==> src/rtl/serial_frame_pkg.sv <==
// Shared types and constants for the serial frame transmitter and its
// matching receivers: FSM state enum, line levels, width helper.
package serial_frame_pkg;

  typedef enum logic [2:0] {
    IDLE   = 3'd0,
    START  = 3'd1,
    DATA   = 3'd2,
    PARITY = 3'd3,
    STOP   = 3'd4
  } state_e;

  localparam logic LINE_IDLE  = 1'b0;
  localparam logic LINE_START = 1'b1;
  localparam logic LINE_STOP  = 1'b0;

  // Bits needed to hold values 0..n-1, never less than one.
  function automatic int unsigned width_of(input int unsigned n);
    return (n <= 1) ? 1 : $clog2(n);
  endfunction

endpackage

==> src/rtl/bit_timer.sv <==
// Per-bit clock divider: counts 0..CLKS_PER_BIT-1 while enabled and fires
// tick on the terminal count, wrapping to 0. Shared with the receivers.
module bit_timer
  import serial_frame_pkg::*;
#(
  parameter int unsigned CLKS_PER_BIT = 1
) (
  input  logic Clock,
  input  logic Reset,
  input  logic clear,
  input  logic enable,
  output logic tick
);

  localparam int unsigned CW = width_of(CLKS_PER_BIT);
  localparam logic [CW-1:0] LAST = CW'(CLKS_PER_BIT - 1);

  logic [CW-1:0] cnt_q, cnt_d;

  assign tick = enable && (cnt_q == LAST);

  // Next count: clear wins, terminal count wraps, otherwise advance when enabled.
  always_comb begin
    cnt_d = cnt_q;
    if (clear)       cnt_d = '0;
    else if (tick)   cnt_d = '0;
    else if (enable) cnt_d = cnt_q + 1'b1;
  end

  // Count register.
  always_ff @(posedge Clock or posedge Reset) begin
    if (Reset) cnt_q <= '0;
    else       cnt_q <= cnt_d;
  end

endmodule

==> src/rtl/serial_frame_tx.sv <==
// Bit-serial frame transmitter: start(1), WIDTH data bits MSB first,
// optional even parity, stop(0); each bit held CLKS_PER_BIT clocks.
// Define SERIAL_FRAME_TX_PARITY_EN to insert the parity bit.
module serial_frame_tx
  import serial_frame_pkg::*;
#(
  parameter int unsigned WIDTH        = 8,
  parameter int unsigned CLKS_PER_BIT = 1
) (
  input  logic             Clock,
  input  logic             Reset,
  input  logic             Load_Valid,
  input  logic [WIDTH-1:0] Data,
  output logic             Load_Ready,
  output logic             Out,
  output logic             Busy,
  output logic             Done
);

  localparam int unsigned IW = width_of(WIDTH + 1);
  localparam logic [IW-1:0] LAST_BIT = IW'(WIDTH - 1);

  state_e           state_q;
  logic [WIDTH-1:0] shift_q;
  logic [WIDTH-1:0] shift_nxt;
  logic [IW-1:0]    idx_q;
  logic             out_q, busy_q, ready_q;
`ifdef SERIAL_FRAME_TX_PARITY_EN
  logic             par_q;
`endif

  logic accept, tick, timer_en;

  assign accept    = Load_Valid & ready_q;
  assign timer_en  = (state_q != IDLE);
  assign shift_nxt = shift_q << 1;

  bit_timer #(.CLKS_PER_BIT(CLKS_PER_BIT)) u_timer (
    .Clock  (Clock),
    .Reset  (Reset),
    .clear  (accept),
    .enable (timer_en),
    .tick   (tick)
  );

  // Frame sequencer; line level, busy and ready are registered alongside
  // each state transition so they change on the same edge as the state.
  always_ff @(posedge Clock or posedge Reset) begin
    if (Reset) begin
      state_q <= IDLE;
      shift_q <= '0;
      idx_q   <= '0;
      out_q   <= LINE_IDLE;
      busy_q  <= 1'b0;
      ready_q <= 1'b1;
`ifdef SERIAL_FRAME_TX_PARITY_EN
      par_q   <= 1'b0;
`endif
    end else begin
      case (state_q)
        IDLE: begin
          if (accept) begin
            state_q <= START;
            shift_q <= Data;
            idx_q   <= '0;
            out_q   <= LINE_START;
            busy_q  <= 1'b1;
            ready_q <= 1'b0;
`ifdef SERIAL_FRAME_TX_PARITY_EN
            par_q   <= ^Data;
`endif
          end
        end
        START: begin
          if (tick) begin
            state_q <= DATA;
            out_q   <= shift_q[WIDTH-1];
          end
        end
        DATA: begin
          if (tick) begin
            if (idx_q == LAST_BIT) begin
`ifdef SERIAL_FRAME_TX_PARITY_EN
              state_q <= PARITY;
              out_q   <= par_q;
`else
              state_q <= STOP;
              out_q   <= LINE_STOP;
`endif
            end else begin
              shift_q <= shift_nxt;
              idx_q   <= idx_q + 1'b1;
              out_q   <= shift_nxt[WIDTH-1];
            end
          end
        end
`ifdef SERIAL_FRAME_TX_PARITY_EN
        PARITY: begin
          if (tick) begin
            state_q <= STOP;
            out_q   <= LINE_STOP;
          end
        end
`endif
        STOP: begin
          if (tick) begin
            state_q <= IDLE;
            out_q   <= LINE_IDLE;
            busy_q  <= 1'b0;
            ready_q <= 1'b1;
          end
        end
        default: begin
          state_q <= IDLE;
          out_q   <= LINE_IDLE;
          busy_q  <= 1'b0;
          ready_q <= 1'b1;
        end
      endcase
    end
  end

  assign Out        = out_q;
  assign Busy       = busy_q;
  assign Load_Ready = ready_q;
  // Last clock of the stop bit, decoded from registered state and timer.
  assign Done       = (state_q == STOP) && tick;

endmodule

==> config.mk <==
export PLATFORM = sky130hd
export DESIGN_NAME = serial_frame_tx
export DESIGN_NICKNAME = d
export VERILOG_FILES = /design/src/rtl/serial_frame_pkg.sv /design/src/rtl/bit_timer.sv /design/src/rtl/serial_frame_tx.sv
export SDC_FILE = /design/constraint.sdc
export NUM_CORES = 1
export LEC_CHECK = 0
export CAP_MARGIN = 10
export CORE_MARGIN = 2
export CORE_UTILIZATION = 50
export DETAILED_ROUTE_END_ITERATION = 10
export PLACE_DENSITY = 0.75
export SLEW_MARGIN = 25
export SYNTH_ARGS = -nofsm -noshare
export SYNTH_HDL_FRONTEND = slang
export SYNTH_SLANG_ARGS = --single-unit
==> constraint.sdc <==
create_clock -name Clock -period 3.1 [get_ports Clock]
set_input_delay 0.93 -clock Clock [delete_from_list [all_inputs] [get_ports Clock]]
set_output_delay 0.93 -clock Clock [all_outputs]
set_load 0.03 [all_outputs]
==> reports/metrics.yaml <==
status:
  result_of_the_run: "complete, no violations"
synthesis:
  mappedNetlistNets: 108
  synth_cells: 96
  synthesis.area_per_instance_um2: 10.4
  ys.warnings.count: 0
  ys_seq_area_share_pct: 47.7
  ys_seq_elements: 19
  ys_types: 36
  synthesis.area_um2: 1000
timing:
  slew_headroom_pct: 53.7
  timing.final.hold_violations: 0
  period_minus_slack_ns: 2.89
  setup_tns_ns: 0
  finalSetupViolations: 0
  rsz_0062_raised_after_global_routing: "no"
  slew_violations: 0
  fin_skew_ns: 0.00228
  max_slew.worst_pin.slew_ns: 0.693
  layout_worst_path_cycle_share_pct: 93.3
  timing.hold.ws_ns: 0.508
  fmaxAchievable_ghz: 0.346
pwr:
  static-leakage-power_nw: 0.473
  p_per_area_nw_per_um2: 842
  vdd_drop_max_mv: 0.444
placed_design:
  portBuffers: 14
  gpl.final_weighted_congestion: 0.879
  placed_cell_area_um2: 1120
  dpl.hpwl_um: 1240
clocking:
  clock_insertion_delay_worst_skew_ns: 0.29
  clock_tree.htree_level_count: 1
  cts.path.max_buffers: 2
  tritoncts: "done"
  post_cts_buffers: 0
  cts_resized: 0
  clk_pin_slew_ns: 0.10
  root_buffer: "sky130_fd_sc_hd__clkbuf_4"
  cts_stage_hold_buffer_count: 0
  tritoncts.num_buffers: 3
  clock_sink_count: 19
grt:
  grtUsageMet2_pct: 25.1
  grt-ovfl-total: 0
  global_route.usage.total_pct: 14.9
  via_count_of_the_first_global_routing_pass: 648
  grt_most_used_layer: "met2"
  grt_use_met3_pct: 1.85
  antenna_found_initial: 0
  grt_start_max_net_pins: 20
  first_pass_grt_wire_length_um: 2790
  groute.layer.met1.usage_pct: 19.7
detailed_routing:
  drt_iter0_markers: 21
  firstDrtPassIters: 4
  total_drc_errors_in_the_routed_layout: 0
  vias: 751
  vias_per_cell: 5.56
  wire_per_inst_um: 12.7
  wirelength_um: 1710
  ant_nets: 0
worst_setup_path:
  worstReg2RegStart: "state_q[0]$_DFFE_PP0P_"
  worst_setup_path_end_kind: "output port"
  timing.critical_path.slowest_stage_cell: "sky130_fd_sc_hd__clkdlybuf4s50_1"
  critical_path.endpoint: "Done"
  worstSetupStartpoint: "state_q[2]$_DFFE_PP0P_"
  critical_path_at_ns: 1.96
  worst_setup_path_start_kind: "register"
  critical_path.cell_chain: "inv_1, nor4_1, clkdlybuf4s50_1"
  crit-reg2reg-capture: "shift_q[6]$_DFFE_PP0P_"
  ff2ff_path_depth: 4
  max_stage_delay_ns: 0.73
  setup.worst_path.class: "reg -> out"
  largest_fanout_on_the_critical_path: 11
  critPathRequiredTime_ns: 2.17
  regToRegSetupSlack_ns: 1.37
cells_and_area:
  final_nets: 121
  num_antenna_cells: 0
  layout.cell_area.non_filler_um2: 1150
  drive_gt1_share_pct: 8.33
  syn2layout_area_growth_pct: 15.0
floorplanning:
  io_pins: 15
  design.die.area_um2: 2370
  floorplan.rows: 16
  floorplan_die_width_um: 48.7
  core_area_um2: 1920
  die_height_um: 48.7
  floorplan.initialDensity_pct: 52.0
min_path:
  hold_class: "reg -> reg"
flow_run:
  cap_viol_max_count: 0
-- critical path: cells and delay by family, from the launching register on --
family / cells / cell delay (ns)
buf+inv: 2 / 0.85
flops: 1 / 0.61
simple gates: 1 / 0.21
-- layout make-up --
class	count	area [um^2]
clock buffer	4	26.3
inverter	6	22.5
fill	175	772
multi-input combinational	65	450
sequential	19	477
timing repair buffer	14	140
tap	27	33.8
-- sequential cells by signal, indices dropped and copies added, names as in the netlist --
register and cells:
idx_q 4, Load_Ready 1, u_timer.cnt_q 1, Out 1, state_q 3, shift_q 8
Busy 1
-- worst min path at each step --
stage | start | end | slack (ns) | cells after the start
2_1_floorplan | shift_q[1]$_DFFE_PP0P_ | shift_q[1]$_DFFE_PP0P_ | 0.46 | 1
3_3_place_gp | Out$_DFFE_PP0P_ | Out$_DFFE_PP0P_ | 0.47 | 1
3_5_place_dp | shift_q[5]$_DFFE_PP0P_ | shift_q[5]$_DFFE_PP0P_ | 0.48 | 1
4_1_cts | shift_q[5]$_DFFE_PP0P_ | shift_q[5]$_DFFE_PP0P_ | 0.51 | 1
5_1_grt | shift_q[1]$_DFFE_PP0P_ | shift_q[1]$_DFFE_PP0P_ | 0.53 | 1
6_report | shift_q[5]$_DFFE_PP0P_ | shift_q[5]$_DFFE_PP0P_ | 0.51 | 1
-- cell families after synthesis --
logic type                 after synthesis  synth area share [%]
adders and majority gates                1                  1.25
buffers and inverters                   12                  7.26
muxes                                    2                  2.25
AOI/OAI and AO/OA                       32                  21.5
and+or+nand+nor                         29                  19.2
DFF                                     19                  47.7
xor gates and xnor gates                 1                 0.876
-- cells in the mapped netlist (all sizes together) --
| cell | instances | area share [%] |
|---|---|---|
| dfrtp | 18 | 45 |
| nand3 | 8 | 4.5 |
| a21oi | 7 | 3.5 |
| inv | 6 | 2.3 |
| o21a | 6 | 4.5 |
| o21ai | 6 | 3.0 |
| o22a | 6 | 5.3 |
| buf | 5 | 4.6 |
| nor2 | 5 | 1.9 |
| nand2 | 4 | 1.8 |
| nand3b | 4 | 4.3 |
| a31oi | 2 | 1.3 |
| mux2 | 2 | 2.3 |
| nor3 | 2 | 1.5 |
| a21o | 1 | 0.75 |
| a22o | 1 | 0.88 |
| a311oi | 1 | 0.88 |
| and3 | 1 | 0.63 |
| clkbuf | 1 | 0.38 |
| dfstp | 1 | 2.6 |
| ha | 1 | 1.3 |
| nor2b | 1 | 0.63 |
| nor3b | 1 | 1.9 |
| nor4 | 1 | 0.63 |
| o22ai | 1 | 0.63 |
| o41ai | 1 | 0.88 |
| or3 | 1 | 0.63 |
| or3b | 1 | 0.88 |
| xnor2 | 1 | 0.88 |
-- cells in the final DEF, fill, tap and decap left out, drive strengths merged --
cell type and count:
nor3b 1, a31oi 2, and3 1, xnor2 1
or3b 1, o21a 6, a311oi 1, a22o 1
a21oi 7, nor3 2, mux2 2, o22a 6
nand2 4, nand3 8, a21o 1, or3 1
dfstp 1, o41ai 1, o21ai 6, clkdlybuf4s50 14
nand3b 4, nor2 5, o22ai 1, clkbuf 4
nor4 1, nor2b 1, inv 6, ha 1
dfrtp 18
-- report_power, final --
| group | internal, mW | total (mW) | leakage, nW | switching [mW] |
|---|---|---|---|---|
| clock | 0.0500 | 0.122 | 0.0150 | 0.0718 |
| sequential | 0.345 | 0.432 | 0.226 | 0.0866 |
| combinational | 0.209 | 0.414 | 0.232 | 0.206 |
| total | 0.604 | 0.968 | 0.473 | 0.364 |
-- metal layers --
metal | vias up | share of wire, %
met5 | - | 0
met1 | 363 | 49
met4 | 0 | 0.53
li1 | 372 | -
met3 | 2 | 3.3
met2 | 14 | 47
-- metrics by stage --
| stage | power [mW] | setup WS, ns | instances | util, % |
|---|---|---|---|---|
| 2_1_floorplan | 0.770 | 0.594 | 96 | - |
| 3_3_place_gp | 0.843 | 0.605 | 131 | 58.5 |
| 3_5_place_dp | 0.856 | 0.530 | 131 | 58.5 |
| 4_1_cts | 0.977 | 0.196 | 135 | 59.8 |
| 5_1_grt | 1.04 | 0.0901 | 135 | 59.8 |
| 6_report | 0.968 | 0.207 | 135 | 59.8 |
Power figures use the tool's default switching activity.
